**src/rtl/_alu_pkg.sv**
```systemverilog
// Shared types and constants for the ALU result display path.
package _alu_pkg;

    localparam int ALU_WIDTH = 6;

    typedef logic [3:0] digit_t;

    localparam digit_t DIG_BLANK = 4'd10;
    localparam digit_t DIG_MINUS = 4'd11;

    localparam logic [6:0] SEG_BLANK = 7'b1111111;
    localparam logic [6:0] SEG_MINUS = 7'b0111111;
    localparam logic [6:0] SEG_ZERO  = 7'b1000000;

    localparam logic [2:0] LAST_STEP = 3'(ALU_WIDTH - 1);

    typedef enum logic {
        IDLE,
        SHIFT
    } state_t;

endpackage

```
**src/rtl/_seg7_encode.sv**
```systemverilog
// Digit code to active-low {g,f,e,d,c,b,a}; unknown codes are blank.
module _seg7_encode
    import _alu_pkg::*;
(
    input  digit_t     i_digit,
    output logic [6:0] o_seg
);

    always_comb begin
        o_seg = SEG_BLANK;
        case (i_digit)
            4'd0:      o_seg = 7'b1000000;
            4'd1:      o_seg = 7'b1111001;
            4'd2:      o_seg = 7'b0100100;
            4'd3:      o_seg = 7'b0110000;
            4'd4:      o_seg = 7'b0011001;
            4'd5:      o_seg = 7'b0010010;
            4'd6:      o_seg = 7'b0000010;
            4'd7:      o_seg = 7'b1111000;
            4'd8:      o_seg = 7'b0000000;
            4'd9:      o_seg = 7'b0010000;
            DIG_MINUS: o_seg = SEG_MINUS;
            default:   o_seg = SEG_BLANK;
        endcase
    end

endmodule

```
**src/rtl/_result_display_driver.sv**
```systemverilog
// ALU result to 4-digit seven-segment display: double-dabble BCD
// conversion with sign handling, then continuous digit scanning.
module _result_display_driver
    import _alu_pkg::*;
#(
    parameter int REFRESH_DIV = 100000
) (
    input  logic                 clk,
    input  logic                 rst_n,
    input  logic                 load,
    input  logic [ALU_WIDTH-1:0] value,
    input  logic                 signed_mode,
    output logic                 busy,
    output logic                 done,
    output logic [6:0]           seg,
    output logic [3:0]           an,
    output logic                 dp
);

    localparam int CNT_W = (REFRESH_DIV > 1) ? $clog2(REFRESH_DIV) : 1;
    localparam logic [CNT_W-1:0] CNT_MAX = CNT_W'(REFRESH_DIV - 1);

    state_t               r_state;
    state_t               w_state_next;
    logic                 w_accept;
    logic                 w_last;

    logic [2:0]           r_step;
    logic [7:0]           r_bcd;
    logic [ALU_WIDTH-1:0] r_mag;
    logic                 r_neg;
    logic                 r_done;
    digit_t               r_dig [4];

    logic [CNT_W-1:0]     r_refresh;
    logic [1:0]           r_sel;
    logic [6:0]           r_seg;
    logic [3:0]           r_an;

    logic                 w_neg;
    logic [ALU_WIDTH-1:0] w_mag;
    logic [7:0]           w_adj;
    logic [13:0]          w_shift;
    digit_t               w_tens;
    digit_t               w_cur_digit;
    logic [6:0]           w_seg;

    always_ff @(posedge clk) begin
        if (!rst_n) r_state <= IDLE;
        else        r_state <= w_state_next;
    end

    always_comb begin
        w_state_next = r_state;
        w_accept     = 1'b0;
        w_last       = 1'b0;
        case (r_state)
            IDLE: begin
                if (load) begin
                    w_state_next = SHIFT;
                    w_accept     = 1'b1;
                end
            end
            SHIFT: begin
                if (r_step == LAST_STEP) begin
                    w_state_next = IDLE;
                    w_last       = 1'b1;
                end
            end
            default: w_state_next = IDLE;
        endcase
    end

    always_comb begin
        w_neg       = signed_mode & value[ALU_WIDTH-1];
        w_mag       = w_neg ? (~value + 6'd1) : value;
        w_adj[3:0]  = (r_bcd[3:0] >= 4'd5) ? r_bcd[3:0] + 4'd3 : r_bcd[3:0];
        w_adj[7:4]  = (r_bcd[7:4] >= 4'd5) ? r_bcd[7:4] + 4'd3 : r_bcd[7:4];
        w_shift     = {w_adj, r_mag} << 1;
        w_tens      = w_shift[13:10];
        w_cur_digit = r_dig[r_sel];
    end

    // Scratch only; the visible digits change solely on the final step.
    always_ff @(posedge clk) begin
        if (!rst_n) begin
            r_step   <= 3'd0;
            r_bcd    <= 8'd0;
            r_mag    <= '0;
            r_neg    <= 1'b0;
            r_done   <= 1'b0;
            r_dig[0] <= 4'd0;
            r_dig[1] <= DIG_BLANK;
            r_dig[2] <= DIG_BLANK;
            r_dig[3] <= DIG_BLANK;
        end else begin
            r_done <= w_last;
            if (w_accept) begin
                r_neg  <= w_neg;
                r_mag  <= w_mag;
                r_bcd  <= 8'd0;
                r_step <= 3'd0;
            end else if (r_state == SHIFT) begin
                r_bcd  <= w_shift[13:6];
                r_mag  <= w_shift[5:0];
                r_step <= r_step + 3'd1;
                if (w_last) begin
                    r_dig[0] <= w_shift[9:6];
                    r_dig[1] <= (w_tens == 4'd0) ? DIG_BLANK : w_tens;
                    r_dig[2] <= r_neg ? DIG_MINUS : DIG_BLANK;
                    r_dig[3] <= DIG_BLANK;
                end
            end
        end
    end

    _seg7_encode u_enc (
        .i_digit (w_cur_digit),
        .o_seg   (w_seg)
    );

    always_ff @(posedge clk) begin
        if (!rst_n) begin
            r_refresh <= '0;
            r_sel     <= 2'd0;
            r_seg     <= SEG_ZERO;
            r_an      <= 4'b1110;
        end else begin
            r_seg <= w_seg;
            r_an  <= ~(4'b0001 << r_sel);
            if (r_refresh == CNT_MAX) begin
                r_refresh <= '0;
                r_sel     <= r_sel + 2'd1;
            end else begin
                r_refresh <= r_refresh + 1'b1;
            end
        end
    end

    assign busy = (r_state == SHIFT);
    assign done = r_done;
    assign seg  = r_seg;
    assign an   = r_an;
    assign dp   = 1'b1;

endmodule

```
**config.mk**
```make
export PLATFORM = sky130hd
export DESIGN_NAME = _result_display_driver
export DESIGN_NICKNAME = d
export VERILOG_FILES = /design/src/rtl/_alu_pkg.sv /design/src/rtl/_seg7_encode.sv /design/src/rtl/_result_display_driver.sv
export SDC_FILE = /design/constraint.sdc
export NUM_CORES = 1
export LEC_CHECK = 0
export CORE_MARGIN = 2
export CORE_UTILIZATION = 40
export CTS_CLUSTER_SIZE = 30
export DETAILED_ROUTE_END_ITERATION = 8
export PLACE_DENSITY_LB_ADDON = 0.3
export SYNTH_ARGS = -nofsm -noshare
export SYNTH_HDL_FRONTEND = slang
export SYNTH_SLANG_ARGS = --single-unit
```
**constraint.sdc**
```tcl
create_clock -name clk -period 3.6 [get_ports clk]
set_clock_uncertainty 0.1 [all_clocks]
set_input_delay 0.9 -clock clk [delete_from_list [all_inputs] [get_ports clk]]
set_output_delay 0.9 -clock clk [all_outputs]
set_load 0.05 [all_outputs]
```
Word level (Yosys, flattened, before mapping)
Memory sizes are Yosys's and may differ from the RTL's. A register that Yosys moved wholly into a read port is not among the register bits.
Cells that the tools add are included.
{"block": "op_classes", "addsub": 6, "magnitude_cmp": 2, "n_reduce_logical": 5, "muxes": 25, "bitwise_logic": 9, "n_eq_ne": 2, "shifts": 1, "div": 0, "multipliers": 0}
{"cell": "4-bit two-way mux", "n": 6}
{"cell": "6-bit two-way mux", "n": 3}
{"cell": "17-bit by 1-bit adder with 17-bit output (second input constant)", "n": 1}
{"cell": "17-bit equality test (second input constant)", "n": 1}
{"cell": "1-bit two-way mux", "n": 12}
{"cell": "4-bit by 3-bit greater-or-equal comparator with 1-bit output (second input constant)", "n": 2}
{"cell": "6-bit by 1-bit adder with 6-bit output (second input constant)", "n": 1}
{"cell": "6-bit NOT", "n": 1}
{"cell": "4-bit by 2-bit adder with 4-bit output (second input constant)", "n": 1}
{"cell": "4-bit zero test", "n": 1}
{"cell": "2-bit two-way mux", "n": 2}
{"cell": "4-bit NOT", "n": 1}
{"cell": "1-bit bitwise OR", "n": 4}
{"cell": "2-bit OR reduction", "n": 2}
{"cell": "1-bit by 2-bit left shift with 4-bit output (first input constant)", "n": 1}
{"cell": "3-bit by 1-bit adder with 3-bit output (second input constant)", "n": 1}
{"cell": "3-bit by 2-bit adder with 3-bit output (second input constant)", "n": 1}
{"cell": "3-bit equality test (second input constant)", "n": 1}
{"cell": "3-bit two-way mux", "n": 1}
{"cell": "2-bit by 1-bit adder with 2-bit output (second input constant)", "n": 1}
{"cell": "1-bit NOT", "n": 2}
{"cell": "1-bit case mux with 2 select lines", "n": 1}
{"cell": "2-bit nonzero test", "n": 1}
{"cell": "1-bit AND", "n": 1}
{"cell": "1-bit zero test", "n": 1}
{"block": "word_totals", "in_bits": 10, "mem_bits_rw": 16, "ff_bits": 43, "memories": 2, "wordCells": 61, "romBits": 112, "latchBits": 0, "output_inout_bits": 14}
{"memory": "(no name shown)", "depth": 16, "width": 7, "read_ports": 1, "rd_clocked_by_memory_dff": 1, "write_ports": 0, "line_no": "_seg7_encode.sv:11", "rtl": "case (i_digit)"}
{"memory": "r_dig", "depth": 4, "width": 4, "read_ports": 1, "rd_clocked_by_memory_dff": 1, "write_ports": 4, "line_no": "_result_display_driver.sv:33", "rtl": "digit_t r_dig [4];"}

Depth between registers and ports, before layout
{"block": "logic_depth", "ltp_word": 9, "mapped_depth": 8, "depth_no_buf": 7}

Hierarchy
From an unflattened synthesis, not the netlist that was laid out.
{"block": "unflattened", "cells_unflattened": 331, "hier_area_um2": 2962.8}
{"mod": "_result_display_driver", "area_each_um2": 2753.9, "instances": 1, "seq_area_each_um2": 1311.3, "cells_per_inst": 298}
{"mod": "_seg7_encode", "area_each_um2": 209.0, "instances": 1, "seq_area_each_um2": 0.0, "cells_per_inst": 33}

Worst setup path before layout
No wires, ideal clock.
{"block": "synth_timing", "kind": "input to register", "start": "in value[0]", "end": "reg r_mag[4]", "t_arrival_ns": 1.946, "required_time_ns": 3.429, "path_buffers": 0, "setup_ns": 0.071, "path_slack_ns": 1.484, "path_stages": 6, "cell_sequence": "inv_1 > ha_1 > nor3b_1 > or3_1 > a311o_1 > a21oi_1"}
{"block": "synth_via", "elab_chain_len": 4}
{"element": "from (decl)", "line_no": "_result_display_driver.sv:11", "rtl": "input logic [ALU_WIDTH-1:0] value,"}
{"element": "6-bit NOT", "line_no": "_result_display_driver.sv:76", "rtl": "w_mag = w_neg ? (~value + 6'd1) : value;"}
{"element": "6-bit by 1-bit adder with 6-bit output", "line_no": "_result_display_driver.sv:76"}
{"element": "6-bit two-way mux", "line_no": "_result_display_driver.sv:76"}
{"element": "6-bit two-way mux", "line_no": "_result_display_driver.sv:98", "rtl": "if (w_accept) begin"}
{"element": "to (signal assigned)", "line_no": "_result_display_driver.sv:100", "rtl": "r_mag <= w_mag;"}
{"element": "to (signal assigned)", "line_no": "_result_display_driver.sv:105", "rtl": "r_mag <= w_shift[5:0];"}
{"element": "to (decl)", "line_no": "_result_display_driver.sv:30", "rtl": "logic [ALU_WIDTH-1:0] r_mag;"}
Every way passes these cells.
A chain may end at the register's enable or synchronous reset.

Final worst setup path
{"block": "layout_timing", "start": "reg r_state (netlist: busy)", "end": "out busy"}
{"element": "from (decl)", "line_no": "_result_display_driver.sv:23", "rtl": "state_t r_state;"}
{"element": "from (signal assigned)", "line_no": "_result_display_driver.sv:50", "rtl": "else r_state <= w_state_next;"}
{"element": "to (decl)", "line_no": "_result_display_driver.sv:13", "rtl": "output logic busy,"}
No word-level cell between the ends.

==> summary.txt <==
PLACE
--------------------------------------------------------------------------------------------------------
Quantity of I/O buffers inserted on ports                                                             22
Post-detailed-placement half-perimeter wirelength                                                3540 um
Worst setup timing slack at the placement stage                                                   863 ps
Placed insts                                                                                         424
Area post-placement                                                                             3220 um2
Weighted congestion at the end of routability-driven global placement                              0.823

LOGIC SYNTHESIS
--------------------------------------------------------------------------------------------------------
Distinct cell type count of the synthesized netlist                                                   55
Count of flip-flops with a built-in enable after synthesis                                             9
Simple-gate area share of the yosys netlist                                                        0.208
Adder and majority gate portion of the synthesized area                                           0.0770
Area share of the largest cell type after synthesis                                                0.356
Post-Synthesis Mean Instance Area                                                               9.34 um2
Xor/xnor cell area share of the yosys netlist                                                     0.0599
Mux share of post-synthesis cell area                                                             0.0364
Total of flip-flops plus latches after synthesis                                                      61
Cell area after synthesis                                                                       2920 um2
Cell types occupying the most area after synthesis                                          dfxtp_1, edfxtp_1, ha_1, nor2_1, nand2_1
Synth Area in Compound Gates                                                                       0.127
Synthesized instance count                                                                           313
Post-synthesis sequential area ratio                                                               0.448
Syn_nets                                                                                             341
Cell type with the highest aggregate area in the netlist                                         dfxtp_1
Ys flop type                                                                                     dfxtp_1
Post-synth ARST share                                                                                  0
Number of synthesis warnings                                                                           0
Combinational family with the most area after synthesis                                     simple AND/OR/NAND/NOR gates

GLOBAL ROUTE
--------------------------------------------------------------------------------------------------------
GR Overflow Total                                                                                      0
Wire length of the first global-routing pass                                                     8590 um
Met3 capacity usage during global routing                                                         0.0443
Met2 track demand over resource in global routing                                                  0.215
Pin count of the biggest net entering global routing                                                  27
Antenna violations before repair                                                                       0
Busiest layer in global routing                                                                     met2
Total global-route track usage                                                                     0.139
M1 GR Usage                                                                                        0.178
Number of global-route vias before repair                                                           1946

CLOCK TREE
--------------------------------------------------------------------------------------------------------
Buffers inserted during post-CTS setup optimization                                                    0
Worst-skew pair later-pin latency                                                                 330 ps
Root Buffer Master                                                                              clkbuf_8
Clock buffer count from CTS                                                                            9
Hold buffer count at cts                                                                               0
Clock tree buffer depth                                                                                2
CTS tree                                                                                            done
Number of clock sinks                                                                                 61
Post-CTS clock slew at the launch and capture registers of the worst setup and hold paths          60 ps
Number of levels in the clock H-tree                                                                   3
Cells resized by post-CTS repair                                                                       0

WORST SETUP PATH
--------------------------------------------------------------------------------------------------------
Total number of cells along the worst setup path                                                       1
CP Class                                                                                      reg -> out
CP max-delay cell                                                                           clkdlybuf4s50_1
Startpoint of the worst setup timing path                                                           busy
Reg-to-Reg End                                                                              r_refresh[7]
Max incr delay on CP                                                                              800 ps
Number of buffer and inverter instances along the worst setup path                                     1
Data arrival, critical path                                                                      1450 ps
Crit-path leading delay family                                                              buffers and inverters
Worst R2R Setup Slack                                                                            1560 ps
Worst setup SP type                                                                            flip-flop
Required time of the critical path                                                               2600 ps
Launch point of the worst reg-to-reg path                                                   r_refresh[0]
Kind of end point of the critical path                                                       output port
Cell Chain, Critical Path                                                                   clkdlybuf4s50_1
Worst-path maximum fanout                                                                              2
Reg2reg path depth                                                                                     5
Critical path destination                                                                           busy

FLOORPLAN
--------------------------------------------------------------------------------------------------------
Number of rows created at floorplan                                                                   31
Chip height                                                                                      89.5 um
Die width                                                                                        89.5 um
Die area                                                                                        8010 um2
Area of the placeable core                                                                      7180 um2
Boundary Pins                                                                                         24
Starting density of the core                                                                       0.407

LAYOUT
--------------------------------------------------------------------------------------------------------
Fraction of final layout cells with drive strength greater than 1                                 0.0792
Non-filler instance count after layout                                                               440
Antenna diodes                                                                                         0
Post-route cell area                                                                            3400 um2
Total Nets Final                                                                                     364
Highest-count cells in the layout ignoring fill and taps                                    dfxtp_1, nor2_1, nand2_1
Area growth syn-to-layout                                                                          16.3%
Most common library cell in the layout ignoring fill and taps                                    dfxtp_1

STA
--------------------------------------------------------------------------------------------------------
Transition time at the pin with the least slew margin                                             500 ps
Pins Over Slew Limit                                                                                   0
Final Setup Violations                                                                                 0
Relative slew slack                                                                                0.665
RSZ-0062 raised after global routing                                                                  no
Sum Neg Setup Slack                                                                                 0 ps
Endpoints failing hold                                                                                 0
Setup ws final                                                                                   1150 ps
Minimum clock period after layout                                                                2450 ps
Fmax                                                                                             407 MHz
Final critical-path share of the clock period                                                      0.682

DETAILED ROUTING
--------------------------------------------------------------------------------------------------------
Final antenna-violating net count                                                                      0
Detailed Routing Iterations Pass 1                                                                     5
Vias/cell                                                                                           4.87
Post-Route WL                                                                                    5060 um
Vias post-DR                                                                                        2141
DRC                                                                                                    0
Starting DRT DRC Count                                                                                54
Post-DR wirelength/cell                                                                          11.5 um

MIN PATH
--------------------------------------------------------------------------------------------------------
Type of the most critical hold path                                                           reg -> reg
Worst Hold Path Cells                                                                                  2
Startpoint of the most critical hold path                                                       r_mag[1]

PWR
--------------------------------------------------------------------------------------------------------
Power density over the cells                                                                  416 nW/um2
Peak ir drop on the vdd network                                                                 0.172 mV
Final total power                                                                                1420 uW
Leakage                                                                                       0.00125 uW

RUN
--------------------------------------------------------------------------------------------------------
Number of max-cap violations                                                                           0

STATUS
--------------------------------------------------------------------------------------------------------
Status                                                                                      finished clean

## logic make-up after synthesis
family                   after synthesis
AO/OA/AOI/OAI                         55
XOR/XNOR                              20
adder cells (fa/ha/maj)               18
buffers and inverters                 27
flip-flops                            61
multiplexers                          10
other                                  1
AND/OR/NAND/NOR                      121
## layer usage
layer  wire [um]  vias up  share of wire
li1            -     1135              -
met1        2550      960           0.50
met2        2240       40           0.44
met3         213        6          0.042
met4          62        0          0.012
met5           0        -              0
## power by group
group	switching (uW)	internal (uW)	total (uW)	leakage, uW
clock	252	315	567	0.0000907
sequential	10.6	709	720	0.000509
combinational	77.6	50.5	128	0.000650
total	340	1080	1420	0.00125
## sequential cells by signal (all words and copies together) (netlist names), named ones only
name       count
r_step         3
seg            7
r_sel          2
r_bcd          8
r_mag          6
r_dig          9
done           1
an             4
busy           1
r_neg          1
r_refresh     17
## layout make-up
type	instances	area [um2]
fillers	692	3780
multi-input cells	225	1490
flip-flops and latches	61	1310
repair buffers	24	235
clock buffers	11	131
well taps	99	124
inverters	15	56.3
clock inverters	5	51.3
## through the flow
step / utilization / hold WS, ps
CTS: 0.474 / 358
floorplan: - / 331
finish: 0.474 / 358
global route: 0.474 / 381
global placement: 0.448 / 346
detailed placement: 0.448 / 346
## synthesized netlist by cell type (4+ instances only)
cell type,n
a311o_1,4
inv_1,15
nand3_1,11
nand4_1,5
clkbuf_1,6
ha_1,18
xor2_1,10
dfxtp_1,52
o21ai_0,10
mux2i_1,8
nand2_1,27
nor2_1,41
a21oi_1,20
edfxtp_1,9
xnor2_1,10
nor2b_1,4
## how the worst min path moves through the flow
stage,slack (ps),to
floorplan,330,r_mag[1]
finish,360,r_mag[2]
detailed placement,350,r_mag[2]
CTS,360,r_mag[2]
global placement,350,r_mag[2]
global route,380,r_mag[2]
Power figures use the tool's default switching activity.
